## config.mk

```make
export PLATFORM = sky130hd
export DESIGN_NAME = mult_dot_accumulator
export DESIGN_NICKNAME = d
export VERILOG_FILES = /design/src/rtl/mult_dot_accumulator.sv
export SDC_FILE = /design/constraint.sdc
export NUM_CORES = 1
export LEC_CHECK = 0
export CAP_MARGIN = 20
export CORE_MARGIN = 2
export CORE_UTILIZATION = 30
export CTS_CLUSTER_SIZE = 20
export DETAILED_ROUTE_END_ITERATION = 12
export GPL_ROUTABILITY_DRIVEN = 0
export GPL_TIMING_DRIVEN = 0
export SLEW_MARGIN = 40
export SYNTH_ARGS = -nofsm -noshare
export SYNTH_HDL_FRONTEND = slang
export SYNTH_SLANG_ARGS = --single-unit
```

## constraint.sdc

```tcl
create_clock -name clk -period 2 [get_ports clk]
set_clock_uncertainty 0.1 [all_clocks]
set_input_delay 0.6 -clock clk [delete_from_list [all_inputs] [get_ports clk]]
set_output_delay 0.6 -clock clk [all_outputs]
set_load 0.005 [all_outputs]
```

## src/rtl/mult_dot_accumulator.sv

```systemverilog
// Dot-product accumulator: sums every VEC_LEN accepted products from the
// multiplier and presents each sum on a valid/ready output handshake.
// Optional saturating arithmetic with a sticky sat_flag port is enabled by
// defining MULT_DOT_ACC_SAT_EN; by default the sum wraps modulo 2^ACC_W.
module mult_dot_accumulator #(
  parameter int unsigned PROD_W  = 8,
  parameter int unsigned VEC_LEN = 4,
  parameter int unsigned ACC_W   = 10
) (
  input  logic              clk,
  input  logic              rst_n,
  input  logic [PROD_W-1:0] prod_in,
  input  logic              prod_valid,
  output logic              prod_ready,
  input  logic              clear,
  output logic [ACC_W-1:0]  sum_out,
  output logic              sum_valid,
  input  logic              sum_ready,
  output logic [3:0]        cnt_out
`ifdef MULT_DOT_ACC_SAT_EN
  ,
  output logic              sat_flag
`endif
);

  localparam int unsigned CNT_W = 4;
  localparam int unsigned SUM_W = ACC_W + 1;
  localparam logic [CNT_W-1:0] LAST_CNT = CNT_W'(VEC_LEN - 1);

  typedef enum logic {
    ACCUM = 1'b0,
    HOLD  = 1'b1
  } state_e;

  state_e             state_q, state_d;
  logic [ACC_W-1:0]   acc_q, acc_d;
  logic [CNT_W-1:0]   cnt_q, cnt_d;
  logic [ACC_W-1:0]   sum_q, sum_d;
  logic               sum_valid_q, sum_valid_d;
  logic [ACC_W-1:0]   add_res;
  logic               xfer;
`ifdef MULT_DOT_ACC_SAT_EN
  logic [SUM_W-1:0]   add_full;
  logic               add_carry;
  logic               ovf_q, ovf_d;
  logic               sat_q, sat_d;
`endif

  // Adder: running sum plus zero-extended product, saturating when enabled
  always_comb begin
`ifdef MULT_DOT_ACC_SAT_EN
    add_full  = SUM_W'(acc_q) + SUM_W'(prod_in);
    add_carry = add_full[ACC_W];
    add_res   = add_carry ? {ACC_W{1'b1}} : add_full[ACC_W-1:0];
`else
    add_res   = acc_q + ACC_W'(prod_in);
`endif
  end

  // Next-state and datapath update; clear overrides everything
  always_comb begin
    state_d     = state_q;
    acc_d       = acc_q;
    cnt_d       = cnt_q;
    sum_d       = sum_q;
    sum_valid_d = sum_valid_q;
`ifdef MULT_DOT_ACC_SAT_EN
    ovf_d       = ovf_q;
    sat_d       = sat_q;
`endif
    prod_ready  = (state_q == ACCUM);
    xfer        = prod_valid && prod_ready;

    if (clear) begin
      state_d     = ACCUM;
      acc_d       = '0;
      cnt_d       = '0;
      sum_d       = '0;
      sum_valid_d = 1'b0;
`ifdef MULT_DOT_ACC_SAT_EN
      ovf_d       = 1'b0;
      sat_d       = 1'b0;
`endif
    end else begin
      case (state_q)
        ACCUM: begin
          if (xfer) begin
            if (cnt_q == LAST_CNT) begin
              sum_d       = add_res;
              sum_valid_d = 1'b1;
              acc_d       = '0;
              cnt_d       = '0;
              state_d     = HOLD;
`ifdef MULT_DOT_ACC_SAT_EN
              sat_d       = ovf_q | add_carry;
              ovf_d       = 1'b0;
`endif
            end else begin
              acc_d = add_res;
              cnt_d = cnt_q + CNT_W'(1);
`ifdef MULT_DOT_ACC_SAT_EN
              ovf_d = ovf_q | add_carry;
`endif
            end
          end
        end
        HOLD: begin
          if (sum_ready) begin
            sum_valid_d = 1'b0;
            state_d     = ACCUM;
`ifdef MULT_DOT_ACC_SAT_EN
            sat_d       = 1'b0;
`endif
          end
        end
        default: state_d = ACCUM;
      endcase
    end
  end

  // State and datapath registers
  always_ff @(posedge clk or negedge rst_n) begin
    if (!rst_n) begin
      state_q     <= ACCUM;
      acc_q       <= '0;
      cnt_q       <= '0;
      sum_q       <= '0;
      sum_valid_q <= 1'b0;
`ifdef MULT_DOT_ACC_SAT_EN
      ovf_q       <= 1'b0;
      sat_q       <= 1'b0;
`endif
    end else begin
      state_q     <= state_d;
      acc_q       <= acc_d;
      cnt_q       <= cnt_d;
      sum_q       <= sum_d;
      sum_valid_q <= sum_valid_d;
`ifdef MULT_DOT_ACC_SAT_EN
      ovf_q       <= ovf_d;
      sat_q       <= sat_d;
`endif
    end
  end

  assign sum_out   = sum_q;
  assign sum_valid = sum_valid_q;
  assign cnt_out   = cnt_q;
`ifdef MULT_DOT_ACC_SAT_EN
  assign sat_flag  = sat_q;
`endif

endmodule

```

# Yosys cells after proc, flatten, opt, wreduce, memory -nomap -nowiden
# Cells that the tools add are included.
[word_totals]
regBits = 26
in_bits = 13
out_inout_bits = 16
[op_classes]
n_reduce_logical = 6
mux = 22
bitwise_logic = 1
add_sub_neg = 2
eq_ne = 5
[op_table]
columns = ["operator", "n"]
rows = [
  ["10-bit two-way mux", 8],
  ["4-bit two-way mux", 4],
  ["10-bit by 8-bit adder with 10-bit output", 1],
  ["1-bit two-way mux", 8],
  ["3-bit by 1-bit != test with 1-bit output (second input constant)", 2],
  ["3-bit AND reduction", 2],
  ["4-bit by 1-bit adder with 4-bit output (second input constant)", 1],
  ["4-bit by 2-bit == test with 1-bit output (second input constant)", 1],
  ["1-bit one-hot mux with 2 select lines", 2],
  ["2-bit nonzero test", 2],
  ["3-bit != test (second input constant)", 1],
  ["2-bit != test (second input constant)", 1],
  ["2-bit AND reduction", 1],
  ["1-bit logical AND", 1],
  ["1-bit NOT", 1],
]

# Depth between registers and ports, before layout
# Gate-level depths: netlist of run 1.
[depth]
ltp_word = 5
depth_mapped = 8

# Worst setup path before layout of run 1
# OpenSTA, ideal clock, no wires.
[synth_path]
kind = "input to register"
startpoint = "input port prod_in[0]"
endpoint = "register sum_q[6] (netlist: sum_out[6])"
setup_slack_ns = -0.346
setup_time_ns = 0.127
path_stages = 8
t_arrival_ns = 2.119
required_ns = 1.773
cell_sequence = "ha_1 -> inv_1 -> fa_1 -> nand2b_1 -> a211oi_2 -> nor2b_1 -> and4b_1 -> a311o_2"
[synth_between]
elab_chain_len = 5
[synth_rtl]
columns = ["item", "line_no", "source"]
rows = [
  ["from (decl)", "12", "input logic [PROD_W-1:0] prod_in,"],
  ["10-bit by 8-bit adder with 10-bit output", "56", "add_res = acc_q + ACC_W'(prod_in);"],
  ["10-bit two-way mux", "88", "if (cnt_q == LAST_CNT) begin"],
  ["10-bit two-way mux", "87", "if (xfer) begin"],
  ["10-bit two-way mux", "85", "case (state_q)"],
  ["10-bit two-way mux", "74", "if (clear) begin"],
  ["to (signal assigned)", "137", "sum_q <= sum_d;"],
  ["to (decl)", "38", "logic [ACC_W-1:0] sum_q, sum_d;"],
]
# Every way passes these cells. The select of a mux whose other input is x is not followed.
# A chain may end at the register's enable or synchronous reset.

# Final worst setup path of run 1
# Same ends and word-level chain as after synthesis.

==> impl_metrics.yaml, run 1 <==
placement:
  placedCellCount: 245
  portBuffers: 28
  dp.final_hpwl_um: 2460
min_path:
  hold_path_class: "input pin to async pin"
logic_synthesis:
  yosysWarnings: 0
  syn_inst: 150
  synthFlopType: "dfrtp_1"
  synth.largest_area_cell: "dfrtp_1"
  yosysTopAreaCellShare_pct: 42.7
  synth.avg_cell_area_sq_um: 10.2
  synth_fp_nets: 173
  yosysMostFrequentCell: "dfrtp_1"
  ys_seq_elements: 26
  async_flop_share_pct: 100
  synth-edff-count: 0
  ys_types: 42
  yosysSeqAreaShare_pct: 42.7
  syn_area_sq_mm: 0.00153
  synthTopCellsByCount: "dfrtp_1 (26), nor2_1 (14), a21oi_1 (13), nand2_1 (12), ha_1 (9)"
  ys_top_cells_by_area: "dfrtp_1 (43%), ha_1 (7.4%), a21oi_1 (4.3%)"
timing:
  setup_viol: 3
  period_minus_slack_ps: 2120
  rsz0062_at_grt: "true"
  hold_violations: 0
  tns_ps: -213
  fin_hold_ws_ps: 221
  max_freq_mhz: 471
  timing.final.crit_share_pct: 106
  drv_slew: 0
  tightestPinTransition_ps: 603
  slew_headroom_pct: 59.8
  worst_slack_ps: -122
layout:
  antennaDiodeCount: 0
  final_nets: 219
  fin_cells: 262
  final_util_pct: 46.3
  drive_gt1_share_pct: 29.7
  syn_to_final_growth_pct: 46.1
flow_run:
  drv_cap: 0
critical_path:
  crit_type: "input pin to flip-flop"
  crit_path_end_kind: "flip-flop"
  required_ps: 2070
  crit_start: "prod_in[0]"
  worstPathArrival_ps: 2190
  worstPathMaxFanout: 2
  rr_worst_depth: 8
  start_kind: "input pin"
  r2r-start: "acc_q[0]"
grt:
  grt_max_degree: 27
  gr-total-overflow: 0
  grt.total_usage_pct: 13.2
  grt_first_pass_wirelength_um: 5840
  antenna_found_initial: 0
  grt_pass1_vias: 1235
floorplanning:
  dieArea_sq_mm: 0.00567
  coreArea_sq_mm: 0.00482
  fp-row-count: 25
  io_pins: 29
  start_util_pct: 31.7
  die_w_um: 75.3
  die_h_um: 75.3
clock_tree:
  clock-sinks: 26
  clockRootBuffer: "clkbuf_8"
  htree_levels: 1
  clock_tree.buffer_depth: 2
  cts.clk_slew.worst_paths_ps: 100
  cts_buffers: 3
  ctsHoldBuffers: 0
  tritoncts: "built"
  clk_latency_ps: 270
power_and_ir_drop:
  p_leak_nw: 0.976
  total_power_mw: 1.52
  max-vdd-ir-drop_uv: 315
  p_per_area_mw_per_mm2: 684
detailed_routing:
  drt-initial-drc-count: 27
  wl_per_cell_um: 13.5
  antenna_left: 0
  routed_via_density: 4.84
  routed_wl_um: 3540
  vias: 1269
  route.detailed.drc: 0
  dr.pass1.iters: 4
run_status:
  status: "finished with violations"
  violations: "setup timing"
layout by cell type, fill, tap and decap left out, types with 5 or more instances in the layout:
master	instances
a21o_1	5
a21oi_1	10
buf_4	11
clkdlybuf4s50_1	18
dfrtp_1	23
ha_4	8
inv_1	5
nand2_1	12
nor2_1	13
o21ai_0	6
logic make-up after synthesis:
kind of cell,Yosys count,synth area share [%]
AOI/OAI and AO/OA,43,20.1
xor gates and xnor gates,6,3.45
adders and majority gates,10,8.70
buffers and inverters,13,5.00
DFF,26,42.7
muxes,4,2.63
and+or+nand+nor,48,17.5
flip-flops by register name (all words and copies together) (netlist names):
| register | count |
|---|---|
| acc_q | 10 |
| sum_valid | 1 |
| state_q | 1 |
| cnt_out | 4 |
| sum_out | 10 |
area by class of cell:
class / instances / area (sq um)
fill: 465 / 2590
clock inverter: 1 / 30.0
buffer: 7 / 57.6
multi-input combinational: 111 / 960
timing repair buffer: 41 / 379
clock buffer: 3 / 41.3
sequential: 26 / 654
inverter: 6 / 22.5
tap: 67 / 83.8
worst max-delay path: stages:
cell and delay [ps]:
buf_2 100, ha_4 130, inv_2 40, fa_2 390, nand2b_4 160, a211oi_2 230, nor2b_2 80, and4b_1 170
a311o_2 290
what timing repair did:
item	CTS	global route
endpoints found under the setup margin	19	14
cloned	0	0
pin swaps	10	16
gates resized for setup	26	13
setup buffers	8	5
final timing paths:
check	end	slack [ps]
worst max-delay path	sum_out[6]	-120
max in group asynchronous	cnt_out[2]	1140
worst max register to register	sum_out[6]	-100
worst min register to register	sum_out[2]	430
min in group clk	sum_out[2]	430
worst min-delay path	acc_q[3]	220
per-stage QoR:
step	instance area [sq um]	worst slack, ps
finish	2230	-122
global route	2230	-188
CTS	2140	-121
detailed placement	1940	-861
global placement	1940	-863
floorplan	1580	-226
routing by layer:
layer | track usage [%] | wire length (um) | up-vias
met5 | 0 | 0 | -
met4 | 0.585 | 0 | 0
met3 | 3.31 | 187 | 0
met2 | 21.4 | 1550 | 25
met1 | 18.9 | 1800 | 609
li1 | - | - | 635
power by group:
group	internal, mW	switching, mW
Combinational	0.254	0.225
Sequential	0.562	0.0410
Clock	0.268	0.174
Total	1.08	0.440
No activity file was read; power rests on OpenSTA's default activity.
==> run 2, diff against run 1 <==
--- a/config.mk
+++ b/config.mk
@@ -6,12 +6,15 @@
 export NUM_CORES = 1
 export LEC_CHECK = 0
 export CAP_MARGIN = 20
+export CELL_PAD_IN_SITES_DETAIL_PLACEMENT = 0
+export CELL_PAD_IN_SITES_GLOBAL_PLACEMENT = 1
 export CORE_MARGIN = 2
 export CORE_UTILIZATION = 30
 export CTS_CLUSTER_SIZE = 20
 export DETAILED_ROUTE_END_ITERATION = 12
 export GPL_ROUTABILITY_DRIVEN = 0
 export GPL_TIMING_DRIVEN = 0
+export PLACE_DENSITY_LB_ADDON = 0.1
 export SLEW_MARGIN = 40
 export SYNTH_ARGS = -nofsm -noshare
 export SYNTH_HDL_FRONTEND = slang
==> impl_metrics.yaml, run 2 (synthesis gave the netlist of run 1 again) <==
clock_tree:
  ctsHoldBuffers: 0
  clock-sinks: 26
  clockRootBuffer: "clkbuf_8"
  cts_buffers: 3
  clock_tree.buffer_depth: 2
  tritoncts: "built"
  clk_latency_ps: 280
  cts.clk_slew.worst_paths_ps: 110
  htree_levels: 1
layout:
  design_area_sq_mm: 0.00225
  fin_cells: 263
  fillers: 472
  final_cell_mix: "dfrtp_1 (24), clkdlybuf4s50_1 (18), buf_4 (13), nor2_1 (12), nand2_1 (11)"
  layout_commonest_cell: "dfrtp_1"
  drive_gt1_share_pct: 32.1
  syn_to_final_growth_pct: 47.4
  final_nets: 220
  antennaDiodeCount: 0
floorplanning:
  dieArea_sq_mm: 0.00567
  io_pins: 29
  coreArea_sq_mm: 0.00482
  die_h_um: 75.3
  fp-row-count: 25
  die_w_um: 75.3
  start_util_pct: 31.7
timing:
  hold_violations: 0
  period_minus_slack_ps: 2120
  timing.final.crit_share_pct: 106
  worst_slack_ps: -124
  drv_slew: 0
  max_freq_mhz: 471
  slew_headroom_pct: 57.9
  tightestPinTransition_ps: 631
  rsz0062_at_grt: "true"
  setup_viol: 1
critical_path:
  worstPathMaxFanout: 3
  start_kind: "input pin"
  crit_type: "input pin to flip-flop"
  crit_start: "prod_in[0]"
  required_ps: 2070
  path_cells: "buf_2 -> ha_4 -> inv_2 -> fa_2 -> nand2b_4 -> a211oi_2 -> nor2b_2 -> and4b_1 -> a311o_2"
  critPathMaxStageDelay_ps: 340
  crit_path_end_kind: "flip-flop"
  crit_slowest_cell: "fa_2"
  r2r-start: "acc_q[0]"
  worstPathArrival_ps: 2190
power_and_ir_drop:
  switching_power_uw: 472
  max-vdd-ir-drop_uv: 389
  p_sw_share_pct: 30.2
  p_leak_nw: 0.985
  clockPowerShare_pct: 29.1
  p_per_area_mw_per_mm2: 695
  internal_power_mw: 1.09
  seqPwrFrac_pct: 38.5
  combPwrFrac_pct: 32.4
detailed_routing:
  antenna_left: 0
  met1_length_um: 1960
  vias: 1305
  wl_per_cell_um: 15.3
  drt-initial-drc-count: 75
  met2_length_um: 1880
  dr.pass1.iters: 4
  routed_via_density: 4.96
  routed_wl_um: 4030
  route.detailed.drc: 0
  dr_wl_met3_um: 130
  top_layer: "met4"
placement:
  dp.final_hpwl_um: 2700
  dpl_cell_area_sq_mm: 0.00194
  portBuffers: 28
  placedCellCount: 245
grt:
  antenna_found_initial: 0
  grt_first_pass_wirelength_um: 6480
  grt_max_degree: 27
  gr-total-overflow: 0
  grt.total_usage_pct: 15.1
  grt_pass1_vias: 1295
flow_run:
  drv_cap: 0
run_status:
  violations: "setup timing"
  status: "finished with violations"
min_path:
  hold_path_class: "input pin to async pin"
-- run 2: layer usage --
layer	track usage, %	up-vias
met4	3.90	0
met2	24.7	28
li1	-	632
met3	2.51	6
met1	20.7	639
met5	0	-
-- run 2: repair_timing --
action / CTS / global route
setup endpoints to repair: 27 / 16
resized for setup: 33 / 16
pin swaps: 13 / 15
buffers inserted: 7 / 7
-- run 2: layout make-up --
type / instances / area (sq um) / area share [%]
plain buffers: 7 / 57.6 / 2.56
repair buffers: 42 / 364 / 16.2
clock inverters: 1 / 30.0 / 1.34
well taps: 67 / 83.8 / 3.73
multi-input cells: 111 / 996 / 44.3
clock buffers: 3 / 41.3 / 1.84
flip-flops and latches: 26 / 653 / 29.0
inverters: 6 / 22.5 / 1.00
-- run 2: power groups by stage --
stage | Clock [mW] | Sequential (mW) | Combinational, mW
final | 0.455 | 0.602 | 0.506
after global routing | 0.488 | 0.609 | 0.557
after CTS | 0.469 | 0.601 | 0.449
after detailed placement | 0 | 0.605 | 0.363
after global placement | 0 | 0.604 | 0.360
after floorplan | 0 | 0.598 | 0.253
-- run 2: worst max-delay path, delay by kind of cell --
| kind | cells | cell delay (ps) |
|---|---|---|
| and+or+nand+nor | 3 | 430 |
| adders and majority gates | 2 | 480 |
| AOI/OAI and AO/OA | 2 | 540 |
| buffers and inverters | 2 | 140 |
-- run 2: final timing paths --
path                                    to  slack, ps  cells after the start
worst min register to register  sum_out[1]        430                      2
worst min-delay path              acc_q[6]        220                      1
min in group clk                sum_out[1]        430                      2
worst max-delay path            sum_out[6]       -120                      9
worst max register to register  sum_out[6]       -100                      8
max in group asynchronous       cnt_out[2]       1120                      1
-- run 2: through the flow --
stage / total power, mW / worst slack (ps) / util, % / hold slack [ps] / setup TNS, ps
after floorplan: 0.851 / -226 / - / 204 / -420
after global placement: 0.964 / -878 / 40.3 / 369 / -18620
after detailed placement: 0.968 / -887 / 40.3 / 387 / -12710
after CTS: 1.52 / -149 / 44.8 / 245 / -234
after global routing: 1.65 / -180 / 46.7 / 266 / -329
final: 1.56 / -124 / 46.7 / 219 / -124
==> run 3, diff against run 2 <==
--- a/config.mk
+++ b/config.mk
@@ -15,6 +15,7 @@
 export GPL_ROUTABILITY_DRIVEN = 0
 export GPL_TIMING_DRIVEN = 0
 export PLACE_DENSITY_LB_ADDON = 0.1
+export RECOVER_POWER = 50
 export SLEW_MARGIN = 40
 export SYNTH_ARGS = -nofsm -noshare
 export SYNTH_HDL_FRONTEND = slang
==> impl_metrics.yaml, run 3 (synthesis gave the netlist of run 1 again) <==
detailed_routing:
  wl_per_cell_um: 15.3
  routed_via_density: 4.96
  routed_wl_um: 4030
  vias: 1305
  dr.pass1.iters: 4
  drt-initial-drc-count: 75
  antenna_left: 0
  route.detailed.drc: 0
floorplanning:
  dieArea_sq_mm: 0.00567
  coreArea_sq_mm: 0.00482
  io_pins: 29
  die_w_um: 75.3
  start_util_pct: 31.7
  fp-row-count: 25
  die_h_um: 75.3
timing:
  max_freq_mhz: 471
  drv_slew: 0
  worst_slack_ps: -124
  setup_viol: 1
  slew_headroom_pct: 52.9
  timing.final.crit_share_pct: 106
  fin_hold_ws_ps: 243
  tns_ps: -124
  rsz0062_at_grt: "true"
  period_minus_slack_ps: 2120
  tightestPinTransition_ps: 707
  hold_violations: 0
layout:
  final_nets: 220
  final_util_pct: 46.7
  fin_cells: 263
  layout_commonest_cell: "dfrtp_1"
  syn_to_final_growth_pct: 47.4
  antennaDiodeCount: 0
  fillers: 472
  drive_gt1_share_pct: 32.1
  design_area_sq_mm: 0.00225
  final_cell_mix: "dfrtp_1 (24), clkdlybuf4s50_1 (18), buf_4 (13), nor2_1 (12), nand2_1 (11)"
critical_path:
  worstPathArrival_ps: 2190
  crit_type: "input pin to flip-flop"
  r2r-start: "acc_q[0]"
  crit_path_end_kind: "flip-flop"
  reg2reg_slack_ps: -100
  critPathMaxStageDelay_ps: 340
  crit_slowest_cell: "fa_2"
  path_depth: 9
  required_ps: 2070
  rr_worst_depth: 8
  start_kind: "input pin"
  crit_family: "compound AO/OA/AOI/OAI gates"
  timing.critical_path.buf_inv: 2
  regToRegEndpoint: "sum_out[6]"
  worstPathMaxFanout: 3
  path_cells: "buf_2 -> ha_4 -> inv_2 -> fa_2 -> nand2b_4 -> a211oi_2 -> nor2b_2 -> and4b_1 -> a311o_2"
run_status:
  status: "finished with violations"
  violations: "setup timing"
power_and_ir_drop:
  max-vdd-ir-drop_uv: 389
  p_per_area_mw_per_mm2: 695
  p_leak_nw: 0.986
  total_power_mw: 1.56
placement:
  dp.final_hpwl_um: 2700
  portBuffers: 28
  dpl_cell_area_sq_mm: 0.00194
  placedCellCount: 245
  place_ws_ps: -887
clock_tree:
  clockRootBuffer: "clkbuf_8"
  clock-sinks: 26
  tritoncts: "built"
  cts.clk_slew.worst_paths_ps: 110
  htree_levels: 1
  clk_latency_ps: 280
  clock_tree.buffer_depth: 2
  ctsHoldBuffers: 0
  cts_buffers: 3
grt:
  grt_pass1_vias: 1295
  grt_max_degree: 27
  gr-total-overflow: 0
  grt.total_usage_pct: 15.1
  antenna_found_initial: 0
  grt_first_pass_wirelength_um: 6480
flow_run:
  drv_cap: 0
min_path:
  hold_path_class: "input pin to async pin"
[run 3: report_power, final]
group / switching (mW) / internal (mW) / total, mW
Sequential: 0.0406 / 0.562 / 0.602
Combinational: 0.245 / 0.261 / 0.506
Clock: 0.187 / 0.268 / 0.455
Total: 0.472 / 1.09 / 1.56
[run 3: worst max path at each step]
stage | from | end | slack (ps)
floorplan | prod_in[0] | sum_out[6] | -230
finish | prod_in[0] | sum_out[6] | -120
global placement | prod_in[0] | sum_out[6] | -880
global route | acc_q[0] | sum_out[6] | -180
detailed placement | prod_in[0] | sum_out[6] | -890
CTS | acc_q[0] | sum_out[6] | -150
[run 3: repair_timing]
| action | 4_1_cts | 5_1_grt |
|---|---|---|
| gates cloned | 0 | 0 |
| setup endpoints to repair | 27 | 16 |
| hold endpoints to repair | 0 | 0 |
| setup buffers | 7 | 7 |
| pin swaps | 13 | 15 |
| resized for setup | 33 | 16 |
[run 3: cell type report]
cell class,instances,area [sq um],area share [%]
Tap cell,67,83.8,3.73
Sequential cell,26,653,29.0
Multi-Input combinational cell,111,996,44.3
Timing Repair Buffer,42,364,16.2
Inverter,6,22.5,1.00
Buffer,7,57.6,2.56
Clock inverter,1,30.0,1.34
Clock buffer,3,41.3,1.84
[run 3: worst reg2reg max path, cell delays in order (launching register included)]
cell and delay [ps]:
dfrtp_1 400, ha_4 150, inv_2 30, fa_2 340, nand2b_4 170, a211oi_2 240
nor2b_2 80, and4b_1 180, a311o_2 300
[run 3: per-layer routing]
layer | GRT usage [%] | wire [um] | part of all wire, % | up-vias
li1 | - | - | - | 632
met1 | 20.7 | 1960 | 49 | 639
met2 | 24.7 | 1880 | 47 | 28
met3 | 2.51 | 130 | 3.2 | 6
met4 | 3.90 | 56 | 1.4 | 0
met5 | 0 | 0 | 0 | -
